**src/rtl/prio_arbiter_pkg.sv**
```systemverilog
// rtl/prio_arbiter_pkg.sv - shared state encoding and mode constants for prio_arbiter
package prio_arbiter_pkg;

  typedef enum logic {
    IDLE  = 1'b0,
    GRANT = 1'b1
  } state_t;

  localparam logic MODE_FIXED = 1'b0;
  localparam logic MODE_RR    = 1'b1;

endpackage

```
**src/rtl/prio_arbiter_if.sv**
```systemverilog
// rtl/prio_arbiter_if.sv - request/grant bundle between requesters and prio_arbiter
interface prio_arbiter_if #(
  parameter int N = 8
);
  localparam int IDXW = $clog2(N);

  logic [N-1:0]    req;
  logic            en;
  logic            mode;
  logic [N-1:0]    gnt_oh;
  logic [IDXW-1:0] gnt_idx;
  logic            gnt_vld;
  logic            timeout;

  // requester side drives requests and control, observes the grant
  modport master (
    output req, en, mode,
    input  gnt_oh, gnt_idx, gnt_vld, timeout
  );

  // arbiter side
  modport slave (
    input  req, en, mode,
    output gnt_oh, gnt_idx, gnt_vld, timeout
  );

endinterface

```
**src/rtl/prio_arbiter_pick.sv**
```systemverilog
// rtl/prio_arbiter_pick.sv - combinational downward-wrapping priority search (prio_pick)
module prio_pick #(
  parameter int N    = 8,
  parameter int IDXW = $clog2(N)
) (
  input  logic [N-1:0]    req,
  input  logic [IDXW-1:0] start,
  input  logic [N-1:0]    mask,
  output logic [IDXW-1:0] win_idx,
  output logic            win_vld
);

  logic [N-1:0] eff;
  int           j;

  assign eff = req & ~mask;

  // walk from start downward, wrapping 0 -> N-1; the first set bit wins
  always_comb begin
    win_idx = '0;
    win_vld = 1'b0;
    j       = 0;
    for (int k = 0; k < N; k++) begin
      j = int'(start) - k;
      if (j < 0) j = j + N;
      if (!win_vld && eff[IDXW'(j)]) begin
        win_idx = IDXW'(j);
        win_vld = 1'b1;
      end
    end
  end

endmodule

```
**src/rtl/prio_arbiter.sv**
```systemverilog
// rtl/prio_arbiter.sv - registered N-input fixed/round-robin arbiter; PRIO_ARBITER_TIMEOUT_EN adds forced release
module prio_arbiter
  import prio_arbiter_pkg::*;
#(
  parameter int N        = 8,
  parameter int HOLD_MAX = 16
) (
  input  logic          clk,
  input  logic          rst_n,
  prio_arbiter_if.slave bus
);

  localparam int IDXW = $clog2(N);

  state_t          state_q, state_d;
  logic [IDXW-1:0] idx_q, idx_d;
  logic [N-1:0]    oh_q, oh_d;
  logic [IDXW-1:0] rr_q, rr_d;
  logic [IDXW-1:0] ptr_rel;
  logic [IDXW-1:0] start;
  logic [N-1:0]    mask;
  logic [IDXW-1:0] win_idx;
  logic            win_vld;
  logic            hold;
  logic            force_rel;
  logic            arb;

  // current grantee is still asking for the resource
  assign hold    = (state_q == GRANT) && bus.req[idx_q];
  assign ptr_rel = (idx_q == '0) ? IDXW'(N - 1) : idx_q - IDXW'(1);
  assign arb     = !hold || force_rel;

  // a releasing grant searches from the freshly updated pointer
  assign start = (bus.mode == MODE_RR) ? ((state_q == GRANT) ? ptr_rel : rr_q)
                                       : IDXW'(N - 1);
  assign mask  = force_rel ? (N'(1) << idx_q) : '0;

  prio_pick #(.N(N), .IDXW(IDXW)) u_pick (
    .req     (bus.req),
    .start   (start),
    .mask    (mask),
    .win_idx (win_idx),
    .win_vld (win_vld)
  );

`ifdef PRIO_ARBITER_TIMEOUT_EN
  localparam int CW = $clog2(HOLD_MAX + 1);

  logic [CW-1:0] cnt_q, cnt_d;
  logic          to_q;

  assign force_rel   = hold && (cnt_q == CW'(HOLD_MAX - 1));
  assign bus.timeout = to_q;

  // hold counter restarts on each new grant and advances while granted
  always_comb begin
    cnt_d = cnt_q;
    if (arb && bus.en && win_vld) cnt_d = '0;
    else if (state_q == GRANT)    cnt_d = cnt_q + CW'(1);
  end
`else
  wire unused_hold_max = |HOLD_MAX;

  assign force_rel   = 1'b0;
  assign bus.timeout = 1'b0;
`endif

  // next grant: keep the holder, otherwise arbitrate (release or idle)
  always_comb begin
    state_d = state_q;
    idx_d   = idx_q;
    oh_d    = oh_q;
    rr_d    = rr_q;
    if ((state_q == GRANT) && arb) rr_d = ptr_rel;
    if (arb) begin
      if (bus.en && win_vld) begin
        state_d = GRANT;
        idx_d   = win_idx;
        oh_d    = N'(1) << win_idx;
      end else begin
        state_d = IDLE;
        idx_d   = '0;
        oh_d    = '0;
      end
    end
  end

  // state and registered grant outputs
  always_ff @(posedge clk) begin
    if (!rst_n) begin
      state_q <= IDLE;
      idx_q   <= '0;
      oh_q    <= '0;
      rr_q    <= IDXW'(N - 1);
`ifdef PRIO_ARBITER_TIMEOUT_EN
      cnt_q   <= '0;
      to_q    <= 1'b0;
`endif
    end else begin
      state_q <= state_d;
      idx_q   <= idx_d;
      oh_q    <= oh_d;
      rr_q    <= rr_d;
`ifdef PRIO_ARBITER_TIMEOUT_EN
      cnt_q   <= cnt_d;
      to_q    <= force_rel;
`endif
    end
  end

  assign bus.gnt_vld = (state_q == GRANT);
  assign bus.gnt_idx = idx_q;
  assign bus.gnt_oh  = oh_q;

endmodule

```
**src/flat_wrapper.sv**
```systemverilog
// flat-port wrapper written by rule: the top's interface ports become plain ports
module prio_arbiter_flat import prio_arbiter_pkg::*;
#(
  parameter int N        = 8,
  parameter int HOLD_MAX = 16
)
  (clk, rst_n, bus_req, bus_en, bus_mode, bus_gnt_oh, bus_gnt_idx, bus_gnt_vld, bus_timeout);
  prio_arbiter_if #(.N(N)) bus_i ();
  input  logic clk;
  input  logic rst_n;
  input wire logic [$bits(bus_i.req)-1:0] bus_req;
  input wire logic [$bits(bus_i.en)-1:0] bus_en;
  input wire logic [$bits(bus_i.mode)-1:0] bus_mode;
  output wire logic [$bits(bus_i.gnt_oh)-1:0] bus_gnt_oh;
  output wire logic [$bits(bus_i.gnt_idx)-1:0] bus_gnt_idx;
  output wire logic [$bits(bus_i.gnt_vld)-1:0] bus_gnt_vld;
  output wire logic [$bits(bus_i.timeout)-1:0] bus_timeout;
  assign bus_i.req = bus_req;
  assign bus_i.en = bus_en;
  assign bus_i.mode = bus_mode;
  assign bus_gnt_oh = bus_i.gnt_oh;
  assign bus_gnt_idx = bus_i.gnt_idx;
  assign bus_gnt_vld = bus_i.gnt_vld;
  assign bus_timeout = bus_i.timeout;
  prio_arbiter #(.N(N), .HOLD_MAX(HOLD_MAX)) u_core (.clk(clk), .rst_n(rst_n), .bus(bus_i));
endmodule
```
**config.mk**
```make
export PLATFORM = sky130hd
export DESIGN_NAME = prio_arbiter_flat
export DESIGN_NICKNAME = d
export VERILOG_FILES = /design/src/rtl/prio_arbiter_pkg.sv /design/src/rtl/prio_arbiter_if.sv /design/src/rtl/prio_arbiter_pick.sv /design/src/rtl/prio_arbiter.sv /design/src/flat_wrapper.sv
export SDC_FILE = /design/constraint.sdc
export NUM_CORES = 1
export LEC_CHECK = 0
export BUFFER_PORTS_ARGS = -buffer_cell sky130_fd_sc_hd__buf_2
export CORE_MARGIN = 2
export CORE_UTILIZATION = 55
export CTS_CLUSTER_DIAMETER = 60
export DETAILED_ROUTE_END_ITERATION = 10
export PLACE_DENSITY = 0.76
export SYNTH_ARGS = -nofsm -noshare
export SYNTH_HDL_FRONTEND = slang
export SYNTH_SLANG_ARGS = --single-unit
```
**constraint.sdc**
```tcl
create_clock -name clk -period 8.2 [get_ports clk]
set_clock_uncertainty 0.05 [all_clocks]
set_input_delay 0.41 -clock clk [delete_from_list [all_inputs] [get_ports clk]]
set_output_delay 0.41 -clock clk [all_outputs]
set_load 0.005 [all_outputs]
```
==> out/results.ini, run 1 <==
[placement]
place_area_sq_um = 2050
place_inst = 301
dp_hpwl_um = 3700
gp_congestion = 0.892
io_buffers = 23

[clocking]
cts_tree = yes
cts_buffers = 3
cts.clk_slew.worst_paths_ns = 0.09
cts_num_sinks = 15
h-tree-depth = 1
postCtsHoldBufs = 0
cts_root_buf = clkbuf_4
cts_max_path_buffers = 2
insertion_delay_ns = 0.29
ctsResizeCount = 0
post-cts-setup-buffers = 0

[detailed_routing]
via_per_inst = 6.12
wl_per_cell_um = 15.3
ant_nets = 0
drc = 0
wirelength_um = 4660
drt_pass1_iterations = 4
vias = 1867
dr.first_iter.drc_count = 91

[worst_hold_path]
holdPathEnd = u_core.rr_q[0]
min_path_type = primary input to flip-flop
hold-path-cell-count = 2
min_from = rst_n

[sta]
timing.final.hold_violations = 0
slew_violations = 0
max_slew_margin_pct = 56.5
rsz0062_at_grt = no
timing.final.crit_share_pct = 59.0
worst_slew_pin_slew_ns = 0.651
timing.hold.ws_ns = 0.312
tns_ns = 0
final.min_clock_period_ns = 4.84
setup-violations-final = 0
timing.fmax_ghz = 0.207

[critical_path]
critPathRequiredTime_ns = 8.38
max_stage_delay_ns = 0.52
reg2reg_slack_ns = 3.36
start_kind = flip-flop
crit_path_max_fanout = 15
end_kind = flip-flop
r2r_end = u_core.bus.gnt_oh[5]
cp.arrival_ns = 5.02
crit_path_cell_trace = inv_1, ha_1, nor2b_1, o21a_2, nor2_2, inv_1, ha_1, nand2b_1, nor2_1, mux2_1, nor3_1, or2_4, nor4_2, a211o_1, or4b_1, nand2b_4, o21ai_1
r2r_cells = 17
crit_slowest_cell = nor2_2
reg2reg_from = u_core.bus.gnt_idx[0]
crit_type = flip-flop to flip-flop

[finish]
fin_nets = 276
antennaDiodeCount = 0
area_growth_pct = 5.88
drive_gt1_share_pct = 21.6
fin_cells = 305
fin_area_sq_um = 2070

[synthesis]
yosys-mux-area-fraction_pct = 14.1
syn_inst = 241
yosys.area_share.xor_xnor_pct = 3.71
syn_nets = 257
synth_area_per_cell_sq_um = 8.13
synth_edf_count = 0
syn_area_sq_um = 1960
synth_compound_area_share_pct = 28.8
yosysSeqAreaShare_pct = 15.3
synth_top_area_share_pct = 15.3
async_flop_share_pct = 0
ys.warnings.count = 0
synth-simple-area-share_pct = 28.4
synth_area_leaders = dfxtp_1, mux2i_1, nand2_1
synth_flop_cell = dfxtp_1
ys_ff_latch = 15
synth_fa_ha_area_share_pct = 2.56
yosysTopAreaCell = dfxtp_1
synth_top_family_by_area = compound AO/OA/AOI/OAI gates
yosysUniqueCellTypes = 75

[global_routing]
antenna_found_initial = 0
grt_max_degree = 21
grt_pass1_vias = 1747
grtUsageTotal_pct = 24.3
grt_pass1_wl_um = 7940
grt_overflow = 0

[run_status]
status = finished clean

[floorplanning]
io_pins = 25
die_h_um = 63.7
die_x_um = 63.7
start_util_pct = 57.8
fp-row-count = 21
coreArea_sq_um = 3390
die_area_sq_um = 4050

[pwr]
peakVddDrop_mv = 0.124
powerDensity_nw_per_um2 = 143
leakagePower_nw = 0.842

[flow_run]
cap_viol_max_count = 0

[layer usage]
metal / GRT usage (%) / up-vias / wire length (um)
met1: 32.8 / 859 / 2190
met4: 5.16 / 0 / 64
met2: 40.8 / 54 / 2170
met5: 0 / - / 0
met3: 3.75 / 6 / 228
li1: - / 948 / -
[Yosys cell counts (3+ instances only)]
cell type	count
o31ai_1	4
nand4_1	7
a211oi_1	7
dfxtp_1	15
nand2_1	21
and2_1	8
a22o_1	4
mux4_2	3
nor2b_1	7
inv_1	9
nand2b_1	3
nand3_1	5
o21ai_0	15
a211o_1	3
mux2i_1	11
nor3_1	7
nor2_1	20
mux2_2	3
ha_1	4
o211ai_1	3
buf_6	4
a21oi_1	10
[kinds of logic after synthesis]
group	after synthesis
flops	15
compound gates	76
mux	20
fa+ha+maj	4
xor+xnor	4
buf+inv	21
other cells	1
simple gates	100
[layout make-up]
class | instances | area, sq um
clock buffers | 3 | 22.5
clock inverters | 1 | 5.00
fillers | 310 | 1320
inverters | 11 | 43.8
multi-input cells | 205 | 1520
flip-flops and latches | 15 | 300
well taps | 46 | 57.6
repair buffers | 24 | 123
[how the worst max path moves through the flow]
stage                          start              endpoint  slack [ns]  depth (start not counted)
6_report       u_core.bus.gnt_idx[0]  u_core.bus.gnt_oh[5]        3.36                         17
5_1_grt        u_core.bus.gnt_idx[0]  u_core.bus.gnt_oh[3]        2.93                         17
4_1_cts        u_core.bus.gnt_idx[0]  u_core.bus.gnt_oh[2]        3.38                         17
3_5_place_dp   u_core.bus.gnt_idx[0]  u_core.bus.gnt_oh[2]        3.40                         17
3_3_place_gp   u_core.bus.gnt_idx[0]  u_core.bus.gnt_oh[1]        3.52                         17
2_1_floorplan  u_core.bus.gnt_idx[0]  u_core.bus.gnt_oh[5]        4.15                         17
[state kept, by name, indices dropped and copies added, names as in the netlist]
name,cells
u_core.bus.gnt_vld,1
u_core.bus.gnt_idx,3
u_core.rr_q,3
u_core.bus.gnt_oh,8
[cell usage in the layout (no fill, tap or decap), types with 3 or more instances in the layout]
cell type | synthesis | routed
a21oi_1 | 10 | 10
a211oi_1 | 7 | 7
inv_1 | 9 | 9
nor3_1 | 7 | 7
mux2i_1 | 11 | 11
a22o_1 | 4 | 4
mux4_2 | 3 | 3
nor2b_1 | 7 | 7
and2_1 | 8 | 8
nand2_1 | 21 | 21
o211ai_1 | 3 | 3
clkbuf_4 | 0 | 3
mux2_2 | 3 | 3
nand4_1 | 7 | 7
nand2b_1 | 3 | 3
o21ai_0 | 15 | 15
ha_1 | 4 | 4
buf_2 | 1 | 23
dfxtp_1 | 15 | 15
nor2_1 | 20 | 20
a211o_1 | 3 | 3
nand3_1 | 5 | 5
o31ai_1 | 4 | 4
[critical path, delay by kind of cell (launching register included)]
kind	cells	cell delay (ns)
muxes	1	0.29
AOI/OAI and AO/OA	3	0.71
and+or+nand+nor	9	2.21
DFF	1	0.46
adders and majority gates	2	0.69
buffers and inverters	2	0.36
[power by group]
group	total [mW]	leakage, nW	switching [mW]	internal [mW]
clock	0.0423	0.0177	0.0242	0.0181
sequential	0.0857	0.122	0.00677	0.0790
combinational	0.169	0.702	0.0985	0.0704
[through the flow]
stage                     power, mW  utilization, %  worst slack [ns]
after CTS                     0.297            61.2              3.38
after detailed placement      0.254            60.4              3.40
after global placement        0.253            60.4              3.52
final                         0.297            61.2              3.36
after global routing          0.322            61.2              2.93
after floorplan               0.222               -              4.15
(Power assumes the default switching activity.)
==> inputs of run 2 (changes only) <==
==> constraint.sdc (replaced) <==
create_clock -name clk -period 4.75 [get_ports clk]
set_clock_uncertainty 0.05 [all_clocks]
set_input_delay 0.2375 -clock clk [delete_from_list [all_inputs] [get_ports clk]]
set_output_delay 0.2375 -clock clk [all_outputs]
set_load 0.005 [all_outputs]
==> run 2 against run 1 <==
  * Sequential power grew 73%
  * Global-route usage up 0.37 points
  * Critical path depth shrank 2
  * First-iteration DRC count shrank 14%
  * Combinational power is 74% higher
  * Total power rose by 74%
  * Register-to-register slack worse by 3.0 ns
  * Non-clock buffer count grew 2
  * Final cell count rose by 0.66%
  * Wire length is 3.9% higher
  * Flip-flop and latch count unchanged
==> out/results.ini, run 2 (same netlist as run 1, synthesis figures left out) <==
[clocking]
cts_num_sinks = 15
postCtsHoldBufs = 0
cts.clk_slew.worst_paths_ns = 0.09
post-cts-setup-buffers = 0
ctsResizeCount = 0
cts_tree = yes
cts_root_buf = clkbuf_4
h-tree-depth = 1
cts_buffers = 3
insertion_delay_ns = 0.29
cts_max_path_buffers = 2

[sta]
timing.final.crit_share_pct = 91.6
slew_violations = 0
worst_slew_pin_slew_ns = 0.533
timing.fmax_ghz = 0.230
setup-violations-final = 0
final.min_clock_period_ns = 4.35
tns_ns = 0
timing.final.hold_violations = 0
rsz0062_at_grt = no
max_slew_margin_pct = 64.1

[global_routing]
met2_usage_pct = 42.4
grt_max_degree = 15
met3_usage_pct = 3.21
grt_overflow = 0
grtUsageTotal_pct = 24.7
top_usage_layer = met2
grt_pass1_vias = 1715
use_met1_pct = 33.4
grt_pass1_wl_um = 8010
antenna_found_initial = 0

[floorplanning]
die_x_um = 63.7
fp-row-count = 21
start_util_pct = 57.8
die_area_sq_um = 4050
die_h_um = 63.7
coreArea_sq_um = 3390
io_pins = 25

[finish]
fin_nets = 278
fin_area_sq_um = 2090
drive_gt1_share_pct = 22.2
mostFrequentLayoutCell = buf_2
utilization_pct = 61.6
layout_common_cells = buf_2, nand2_1, nor2_1
area_growth_pct = 6.65
antennaDiodeCount = 0
largest_reg_flops = 8

[worst_hold_path]
min_from = rst_n
holdPathEnd = u_core.rr_q[0]
min_path_type = primary input to flip-flop
hold-path-cell-count = 2

[pwr]
peakVddDrop_mv = 0.129
powerDensity_nw_per_um2 = 247
leakagePower_nw = 0.852

[critical_path]
end_kind = flip-flop
reg2reg_from = u_core.bus.gnt_idx[0]
cp.arrival_ns = 4.54
r2r_cells = 15
max_stage_delay_ns = 0.50
critPathRequiredTime_ns = 4.94
path_buf_inv = 1
start_kind = flip-flop
crit_path_cell_trace = inv_1, ha_1, or2b_1, nand3_4, ha_1, nand2b_1, nor2_1, mux2_1, nor3_1, or2_4, nor4_2, a211o_1, or4b_1, nor2_1, a22o_1
cp.depth = 15
crit_start = u_core.bus.gnt_idx[0]
crit_slowest_cell = ha_1
crit_type = flip-flop to flip-flop
r2r_end = u_core.bus.gnt_oh[0]
crit_family = simple AND/OR/NAND/NOR gates
crit_path_max_fanout = 13
reg2reg_slack_ns = 0.40

[run_status]
status = finished clean

[placement]
dp_hpwl_um = 3760
io_buffers = 23
place_area_sq_um = 2060
gp_congestion = 0.892

[detailed_routing]
drc = 0
vias = 1918
drt_pass1_iterations = 4
wl_per_cell_um = 15.8
wirelength_um = 4840
dr.first_iter.drc_count = 78
ant_nets = 0
via_per_inst = 6.25

[flow_run]
cap_viol_max_count = 0

run 2: how the worst max path moves through the flow:
stage	endpoint	slack (ns)
2_1_floorplan	u_core.bus.gnt_oh[5]	0.70
3_3_place_gp	u_core.bus.gnt_oh[1]	0.56
3_5_place_dp	u_core.bus.gnt_oh[1]	0.45
4_1_cts	u_core.bus.gnt_oh[5]	0.42
5_1_grt	u_core.bus.gnt_oh[3]	0.13
6_report	u_core.bus.gnt_oh[0]	0.40
run 2: layout make-up:
| type | instances | area [sq um] |
|---|---|---|
| multi-input combinational | 205 | 1520 |
| fill | 309 | 1300 |
| sequential | 15 | 300 |
| timing repair buffer | 26 | 138 |
| tap | 46 | 57.6 |
| inverter | 11 | 43.8 |
| clock buffer | 3 | 22.5 |
| clock inverter | 1 | 5.00 |
run 2: per-stage QoR:
stage | setup WS, ns | cells | hold slack [ns] | power (mW)
finish | 0.398 | 307 | 0.138 | 0.515
CTS | 0.417 | 307 | 0.131 | 0.514
global placement | 0.564 | 303 | 0.384 | 0.438
floorplan | 0.705 | 241 | 0.264 | 0.384
global route | 0.128 | 307 | 0.154 | 0.554
detailed placement | 0.449 | 303 | 0.389 | 0.439
run 2: metal layers:
layer	part of all wire, %	vias up
li1	-	946
met1	47	889
met2	47	77
met3	5.8	6
met4	0.35	0
met5	0	-
run 2: power by group:
part	total (mW)	switching (mW)	internal, mW
Clock	0.0737	0.0424	0.0314
Combinational	0.294	0.171	0.123
Sequential	0.148	0.0117	0.136
Total	0.515	0.225	0.291
